==> src/rtl/muldiv_pkg.sv <==
// Shared encodings and defaults for the E-stage multiply/divide engine.
package muldiv_pkg;

  localparam int WIDTH_DEFAULT      = 32;
  localparam int DIV_CYCLES_DEFAULT = WIDTH_DEFAULT;

  localparam logic [1:0] OP_MULT  = 2'b00;
  localparam logic [1:0] OP_MULTU = 2'b01;
  localparam logic [1:0] OP_DIV   = 2'b10;
  localparam logic [1:0] OP_DIVU  = 2'b11;

  typedef enum logic [1:0] {
    IDLE = 2'b00,
    MUL  = 2'b01,
    DIV  = 2'b10,
    DONE = 2'b11
  } state_e;

  function automatic logic op_is_div(input logic [1:0] op);
    return op[1];
  endfunction

  function automatic logic op_is_signed(input logic [1:0] op);
    return ~op[0];
  endfunction

endpackage

==> src/rtl/muldiv_unit_div_radix2.sv <==
// Iterative unsigned restoring divider: one quotient bit per enabled cycle.
// quo_o/rem_o present the result of the current step so the caller can capture it on the last one.
module div_radix2
  import muldiv_pkg::*;
#(
  parameter int WIDTH      = WIDTH_DEFAULT,
  parameter int DIV_CYCLES = DIV_CYCLES_DEFAULT
) (
  input  logic             clk,
  input  logic             resetn,
  input  logic             start_i,
  input  logic             en_i,
  input  logic [WIDTH-1:0] dividend_i,
  input  logic [WIDTH-1:0] divisor_i,
  output logic             done_o,
  output logic [WIDTH-1:0] quo_o,
  output logic [WIDTH-1:0] rem_o
);

  localparam int CW = $clog2(DIV_CYCLES + 1);

  logic [WIDTH-1:0] rem_q, rem_d;
  logic [WIDTH-1:0] quo_q, quo_d;
  logic [WIDTH-1:0] dvs_q, dvs_d;
  logic [CW-1:0]    cnt_q, cnt_d;

  logic [WIDTH:0]   rem_shift_s;
  logic [WIDTH:0]   trial_s;
  logic             ge_s;
  logic [WIDTH-1:0] rem_step_s;
  logic [WIDTH-1:0] quo_step_s;

  // Restoring step: shift in the next dividend bit, keep the difference when it is non-negative.
  always_comb begin
    rem_shift_s = {rem_q, quo_q[WIDTH-1]};
    trial_s     = rem_shift_s - {1'b0, dvs_q};
    ge_s        = ~trial_s[WIDTH];
    if (ge_s) begin
      rem_step_s = trial_s[WIDTH-1:0];
    end else begin
      rem_step_s = rem_shift_s[WIDTH-1:0];
    end
    quo_step_s = {quo_q[WIDTH-2:0], ge_s};
  end

  // Next-state selection for load, step and hold.
  always_comb begin
    rem_d = rem_q;
    quo_d = quo_q;
    dvs_d = dvs_q;
    cnt_d = cnt_q;
    if (start_i) begin
      rem_d = {WIDTH{1'b0}};
      quo_d = dividend_i;
      dvs_d = divisor_i;
      cnt_d = {CW{1'b0}};
    end else if (en_i) begin
      rem_d = rem_step_s;
      quo_d = quo_step_s;
      cnt_d = cnt_q + CW'(1);
    end else begin
      cnt_d = cnt_q;
    end
  end

  // Datapath registers with synchronous active-low reset.
  always_ff @(posedge clk) begin
    if (!resetn) begin
      rem_q <= {WIDTH{1'b0}};
      quo_q <= {WIDTH{1'b0}};
      dvs_q <= {WIDTH{1'b0}};
      cnt_q <= {CW{1'b0}};
    end else begin
      rem_q <= rem_d;
      quo_q <= quo_d;
      dvs_q <= dvs_d;
      cnt_q <= cnt_d;
    end
  end

  assign done_o = en_i & (cnt_q == CW'(DIV_CYCLES - 1));
  assign quo_o  = quo_step_s;
  assign rem_o  = rem_step_s;

endmodule

==> src/rtl/muldiv_unit.sv <==
// E-stage MULT/MULTU/DIV/DIVU engine: FSM, single-cycle multiplier and divide sign handling.
// busyE stalls the pipe; result_validE pulses in the cycle the stall releases.
module muldiv_unit
  import muldiv_pkg::*;
#(
  parameter int WIDTH      = WIDTH_DEFAULT,
  parameter int DIV_CYCLES = WIDTH
) (
  input  logic             clk,
  input  logic             resetn,
  input  logic             startE,
  input  logic [1:0]       opE,
  input  logic [WIDTH-1:0] srcaE,
  input  logic [WIDTH-1:0] srcbE,
  input  logic             cancelE,
  output logic             busyE,
  output logic             result_validE,
  output logic [WIDTH-1:0] hiE,
  output logic [WIDTH-1:0] loE
);

  state_e           state_q, state_d;
  logic [WIDTH-1:0] hi_q, hi_d;
  logic [WIDTH-1:0] lo_q, lo_d;
  logic             valid_q, valid_d;
  logic [WIDTH-1:0] a_q, a_d;
  logic [WIDTH-1:0] b_q, b_d;
  logic             sgn_q, sgn_d;
  logic             qneg_q, qneg_d;
  logic             rneg_q, rneg_d;

  logic             accept_s;
  logic             sgn_in_s;
  logic [WIDTH-1:0] a_abs_s;
  logic [WIDTH-1:0] b_abs_s;
  logic [2*WIDTH-1:0] a_ext_s;
  logic [2*WIDTH-1:0] b_ext_s;
  logic [2*WIDTH-1:0] prod_s;
  logic             div_done_s;
  logic [WIDTH-1:0] div_quo_s;
  logic [WIDTH-1:0] div_rem_s;
  logic [WIDTH-1:0] quo_fix_s;
  logic [WIDTH-1:0] rem_fix_s;

  assign accept_s = (state_q == IDLE) & startE & ~cancelE;
  assign sgn_in_s = op_is_signed(opE);
  assign a_abs_s  = (sgn_in_s & srcaE[WIDTH-1]) ? (~srcaE + WIDTH'(1)) : srcaE;
  assign b_abs_s  = (sgn_in_s & srcbE[WIDTH-1]) ? (~srcbE + WIDTH'(1)) : srcbE;

  // Sign- or zero-extending to 2*WIDTH makes one unsigned multiply serve both MULT and MULTU.
  assign a_ext_s   = {{WIDTH{sgn_q & a_q[WIDTH-1]}}, a_q};
  assign b_ext_s   = {{WIDTH{sgn_q & b_q[WIDTH-1]}}, b_q};
  assign prod_s    = a_ext_s * b_ext_s;
  assign quo_fix_s = qneg_q ? (~div_quo_s + WIDTH'(1)) : div_quo_s;
  assign rem_fix_s = rneg_q ? (~div_rem_s + WIDTH'(1)) : div_rem_s;

  div_radix2 #(
    .WIDTH      (WIDTH),
    .DIV_CYCLES (DIV_CYCLES)
  ) u_div (
    .clk        (clk),
    .resetn     (resetn),
    .start_i    (accept_s & op_is_div(opE)),
    .en_i       (state_q == DIV),
    .dividend_i (a_abs_s),
    .divisor_i  (b_abs_s),
    .done_o     (div_done_s),
    .quo_o      (div_quo_s),
    .rem_o      (div_rem_s)
  );

  // Stall request; a flush drops it in the same cycle.
  always_comb begin
    if (cancelE) begin
      busyE = 1'b0;
    end else begin
      busyE = ((state_q == IDLE) & startE) | (state_q == MUL) | (state_q == DIV);
    end
  end

  // FSM next state and result capture.
  always_comb begin
    state_d = state_q;
    hi_d    = hi_q;
    lo_d    = lo_q;
    valid_d = 1'b0;
    a_d     = a_q;
    b_d     = b_q;
    sgn_d   = sgn_q;
    qneg_d  = qneg_q;
    rneg_d  = rneg_q;
    if (cancelE) begin
      state_d = IDLE;
    end else begin
      case (state_q)
        IDLE: begin
          if (startE) begin
            sgn_d = sgn_in_s;
            if (op_is_div(opE)) begin
              state_d = DIV;
              qneg_d  = sgn_in_s & (srcaE[WIDTH-1] ^ srcbE[WIDTH-1]);
              rneg_d  = sgn_in_s & srcaE[WIDTH-1];
            end else begin
              state_d = MUL;
              a_d     = srcaE;
              b_d     = srcbE;
            end
          end else begin
            state_d = IDLE;
          end
        end
        MUL: begin
          {hi_d, lo_d} = prod_s;
          valid_d      = 1'b1;
          state_d      = DONE;
        end
        DIV: begin
          if (div_done_s) begin
            hi_d    = rem_fix_s;
            lo_d    = quo_fix_s;
            valid_d = 1'b1;
            state_d = DONE;
          end else begin
            state_d = DIV;
          end
        end
        DONE: begin
          state_d = IDLE;
        end
        default: begin
          state_d = IDLE;
        end
      endcase
    end
  end

  // State and registered outputs.
  always_ff @(posedge clk) begin
    if (!resetn) begin
      state_q <= IDLE;
      hi_q    <= {WIDTH{1'b0}};
      lo_q    <= {WIDTH{1'b0}};
      valid_q <= 1'b0;
      a_q     <= {WIDTH{1'b0}};
      b_q     <= {WIDTH{1'b0}};
      sgn_q   <= 1'b0;
      qneg_q  <= 1'b0;
      rneg_q  <= 1'b0;
    end else begin
      state_q <= state_d;
      hi_q    <= hi_d;
      lo_q    <= lo_d;
      valid_q <= valid_d;
      a_q     <= a_d;
      b_q     <= b_d;
      sgn_q   <= sgn_d;
      qneg_q  <= qneg_d;
      rneg_q  <= rneg_d;
    end
  end

  assign result_validE = valid_q;
  assign hiE           = hi_q;
  assign loE           = lo_q;

endmodule

==> config.mk <==
export PLATFORM = sky130hd
export DESIGN_NAME = muldiv_unit
export DESIGN_NICKNAME = d
export VERILOG_FILES = /design/src/rtl/muldiv_pkg.sv /design/src/rtl/muldiv_unit_div_radix2.sv /design/src/rtl/muldiv_unit.sv
export SDC_FILE = /design/constraint.sdc
export NUM_CORES = 2
export LEC_CHECK = 0
export ABC_CLOCK_PERIOD_IN_PS = 11100
export CORE_UTILIZATION = 45
export DETAILED_ROUTE_END_ITERATION = 16
export DONT_BUFFER_PORTS = 1
export GPL_TIMING_DRIVEN = 0
export PLACE_DENSITY = 0.71
export SLEW_MARGIN = 20
export SYNTH_ARGS = -nofsm -noshare
export SYNTH_HDL_FRONTEND = slang
export SYNTH_SLANG_ARGS = --single-unit
export TNS_END_PERCENT = 20
==> constraint.sdc <==
create_clock -name clk -period 11.1 [get_ports clk]
set_clock_uncertainty 0.15 [all_clocks]
set_input_delay 1.665 -clock clk [delete_from_list [all_inputs] [get_ports clk]]
set_output_delay 1.665 -clock clk [all_outputs]
set_load 0.02 [all_outputs]
==> flow_summary_export.csv <==
group,metric,value,unit
sta,timing.final.ws_setup,0.176,ns
worst_setup_path,cp_max_fo,10,
worst_setup_path,worstSetupEndpointType,"flop",
power,switching_share,0.414,
detailed_routing,drc,0,
detailed_routing,final_routed_wirelength,199000,um
power,peakVddDrop,103,uV
power,net-switching-power,1.19,mW
sta,setup_viol,0,
logic_synthesis,ys_async_sr_fraction,0,
cells_and_area,layoutNonFillerInstCount,7649,
clock_tree,ctsLongestPathBuffers,3,
worst_setup_path,critical_path.max_stage_delay,0.73,ns
logic_synthesis,yosysWarnings,0,
grt,grt.overflow.total,0,
job,maxCapViolCount,0,
die,start_util,0.456,
power,internal-power,1.68,mW
sta,tightestPinTransition,1.30,ns
die,fp-row-count,124,
place,place.gp.congestion,1.02,
place,port_buffers,0,
sta,finalHoldWorstSlack,0.344,ns
power,p_clk_frac,0.322,
die,ios,136,
logic_synthesis,syn-instance-count,6058,
detailed_routing,number_of_drc_violations_after_detailed_routing_iteration_0,4925,
die,core_area,115000,um^2
logic_synthesis,yosys-top-cells-area,"sky130_fd_sc_hd__fa_1 43%, sky130_fd_sc_hd__dfxtp_1 9.0%, sky130_fd_sc_hd__inv_1 8.5%, sky130_fd_sc_hd__nand2_1 7.6%, sky130_fd_sc_hd__ha_1 6.0%",
place,dp_cells,7571,
logic_synthesis,netlist.area_leader.share,0.430,
sta,timing.fmax,0.0915,GHz
cells_and_area,most_common_cell_after_layout_fill_and_taps_aside,"sky130_fd_sc_hd__inv_1",
cells_and_area,flow.area_growth_from_synthesis,5.50,%
grt,grt_pass1_wl,294000,um
clock_tree,cts.sinks,236,
grt,grt_antenna_before_repair,23,
grt,grt_util_all_layers,0.342,
detailed_routing,via_count,44181,
cells_and_area,layout.nets,7535,
cells_and_area,drive_gt1_frac,0.0170,
detailed_routing,vias_per_cell,5.78,
clock_tree,clk_root_buf,"sky130_fd_sc_hd__clkbuf_16",
die,fp.dieArea,118000,um^2
logic_synthesis,synth.largest_area_cell,"sky130_fd_sc_hd__fa_1",
clock_tree,clk-insertion-delay-late,0.59,ns
sta,final_slew_viol_count,0,
min_path,worst_hold_path_class,"reg2reg",
die,die_w,343,um
worst_setup_path,cp.required,11.37,ns
worst_setup_path,worst_ep_arrival_time,11.19,ns
sta,max_slew_margin,0.131,
die,die-height,343,um
power,p_per_area,52.0,nW/um^2
worst_setup_path,cp_slowest_cell,"sky130_fd_sc_hd__clkbuf_1",
logic_synthesis,syn-cell-area,52400,um^2
sta,final-hold-violation-count,0,
clock_tree,cts_hold_buf,0,
logic_synthesis,avgSynthCellArea,8.65,um^2
detailed_routing,ant_nets,0,
clock_tree,cts_buffers,25,
power,pwr-share-seq,0.324,
grt,grt_start_max_net_pins,25,
logic_synthesis,yosys.cell_types.count,88,
cells_and_area,final_cell_mix,"1,184 x sky130_fd_sc_hd__inv_1, 1,125 x sky130_fd_sc_hd__fa_1, 1,065 x sky130_fd_sc_hd__nand2_1, 356 x sky130_fd_sc_hd__and2_1, 328 x sky130_fd_sc_hd__clkbuf_1",
run_status,outcome,"finished clean",
power,power.static_leakage,25.9,nW
power,power,2.87,mW
logic_synthesis,synth-seq-cells,236,
worst_setup_path,path_class,"reg2reg",
clock_tree,h-tree-depth,1,
grt,first_global_vias,44497,
place,dpl_worst_slack,-0.0225,ns
worst_setup_path,path_common_cell,"sky130_fd_sc_hd__fa_1",
worst_setup_path,critical_path.startpoint_type,"flop",
clock_tree,clock_tree_from_tritoncts,"yes",
cells_and_area,post-route-util,0.481,
detailed_routing,detail_route.wl_per_cell,26.1,um
clock_tree,cts.reportedPaths.clkPinSlew,0.08,ns
sta,timing.final.crit_period,10.92,ns
place,dp.final_hpwl,166000,um
clock_tree,number_of_setup_buffers_added_after_cts,0,
sta,period_share,0.984,
logic_synthesis,synth.yosys.seq_area_share,0.0901,
logic_synthesis,synth-edff-count,0,
power,power.share.combinational,0.354,
logic_synthesis,synthFlopType,"sky130_fd_sc_hd__dfxtp_1",
detailed_routing,detailed_routing_iteration_count_for_the_pre_antenna_repair_pass,6,
logic_synthesis,synth_fp_nets,7507,
-- registers in the layout, summed over array words and instances, names as in the netlist --
name and flops:
a_q 32, b_q 32, hiE 32, loE 32, u_div.dvs_q 32, u_div.quo_q 32, u_div.rem_q 32, u_div.cnt_q 6
state_q 2, qneg_q 1, result_validE 1, rneg_q 1, sgn_q 1
-- worst paths after layout --
path	slack (ns)	start	cells past startpoint	to
max	0.18	b_q[6]	28	hiE[30]
min	0.34	u_div.dvs_q[0]	2	u_div.dvs_q[0]
min reg2reg	0.34	u_div.dvs_q[0]	2	u_div.dvs_q[0]
max reg2reg	0.18	b_q[6]	28	hiE[30]
-- per-layer routing --
metal | global-route usage | routed length (um) | share of wire | vias to the layer above
met2 | 0.505 | 85800 | 0.43 | 2650
met3 | 0.0868 | 22800 | 0.11 | 578
li1 | - | - | - | 18550
met5 | 0 | 15 | 0.000075 | -
met4 | 0.204 | 13900 | 0.070 | 2
met1 | 0.453 | 76900 | 0.39 | 22401
-- through the flow --
step	setup TNS (ns)	area, um^2
after floorplan	0	52400
after global placement	-0.325	54300
after detailed placement	-0.0225	54300
after CTS	0	55200
after global routing	-0.00849	55200
final	0	55300
-- synth_stat cells (10+ instances only) --
cell and count:
sky130_fd_sc_hd__o21bai_1 13, sky130_fd_sc_hd__nor4_1 31, sky130_fd_sc_hd__a211oi_1 32, sky130_fd_sc_hd__fa_1 1126
sky130_fd_sc_hd__o31ai_1 29, sky130_fd_sc_hd__nor2b_1 33, sky130_fd_sc_hd__o21ai_0 132, sky130_fd_sc_hd__o211ai_1 32
sky130_fd_sc_hd__nand2_1 1065, sky130_fd_sc_hd__a31oi_1 21, sky130_fd_sc_hd__mux2i_1 49, sky130_fd_sc_hd__a21boi_0 89
sky130_fd_sc_hd__a21o_1 38, sky130_fd_sc_hd__ha_1 253, sky130_fd_sc_hd__clkbuf_1 334, sky130_fd_sc_hd__nand2b_1 16
sky130_fd_sc_hd__xnor2_1 134, sky130_fd_sc_hd__or2_2 17, sky130_fd_sc_hd__inv_1 1184, sky130_fd_sc_hd__and3_1 36
sky130_fd_sc_hd__a311oi_1 10, sky130_fd_sc_hd__and2_1 356, sky130_fd_sc_hd__or3_1 13, sky130_fd_sc_hd__nand3_1 35
sky130_fd_sc_hd__nor3_1 50, sky130_fd_sc_hd__buf_1 18, sky130_fd_sc_hd__o41ai_1 18, sky130_fd_sc_hd__o211a_1 59
sky130_fd_sc_hd__nand4_1 19, sky130_fd_sc_hd__a21oi_1 176, sky130_fd_sc_hd__nor2_1 180, sky130_fd_sc_hd__o21a_1 15
sky130_fd_sc_hd__dfxtp_1 236, sky130_fd_sc_hd__xor2_1 83, sky130_fd_sc_hd__or4_1 10
-- final cells by class --
type	instances	area [um^2]
fill	11017	59700
clock buffer	33	696
inverter	1185	4450
timing repair buffer	2	26.3
antenna	33	82.6
sequential	236	4730
clock inverter	12	159
tap	1512	1890
buffer	355	1350
multi-input combinational	4281	41900
-- critical path: cells and delay by family, from the launching register on --
kind	cells	cell delay [ns]
AO/OA/AOI/OAI	7	2.39
buffers and inverters	7	1.62
AND/OR/NAND/NOR	4	1.34
flip-flops	1	0.31
XOR/XNOR	1	0.36
adder cells (fa/ha/maj)	9	4.59
-- power by group through the flow --
stage	clock network [mW]	logic [mW]	registers (mW)
after global routing	0.955	1.08	0.930
final	0.925	1.02	0.931
after CTS	0.920	0.979	0.926
after global placement	0	0.970	0.945
after floorplan	0	0.628	0.917
after detailed placement	0	0.971	0.945
-- cell families after synthesis --
kind of cell | share of synthesized area
xor gates and xnor gates | 0.0363
muxes | 0.00936
adders and majority gates | 0.490
AOI/OAI and AO/OA | 0.0971
buffers and inverters | 0.110
DFF | 0.0901
and+or+nand+nor | 0.166
-- repair_timing --
| item | in CTS | in global routing |
|---|---|---|
| resized for setup | 1 | 14 |
| endpoints found under the setup margin | 1 | 8 |
| pin swaps | 0 | 0 |
(Power assumes the default switching activity.)
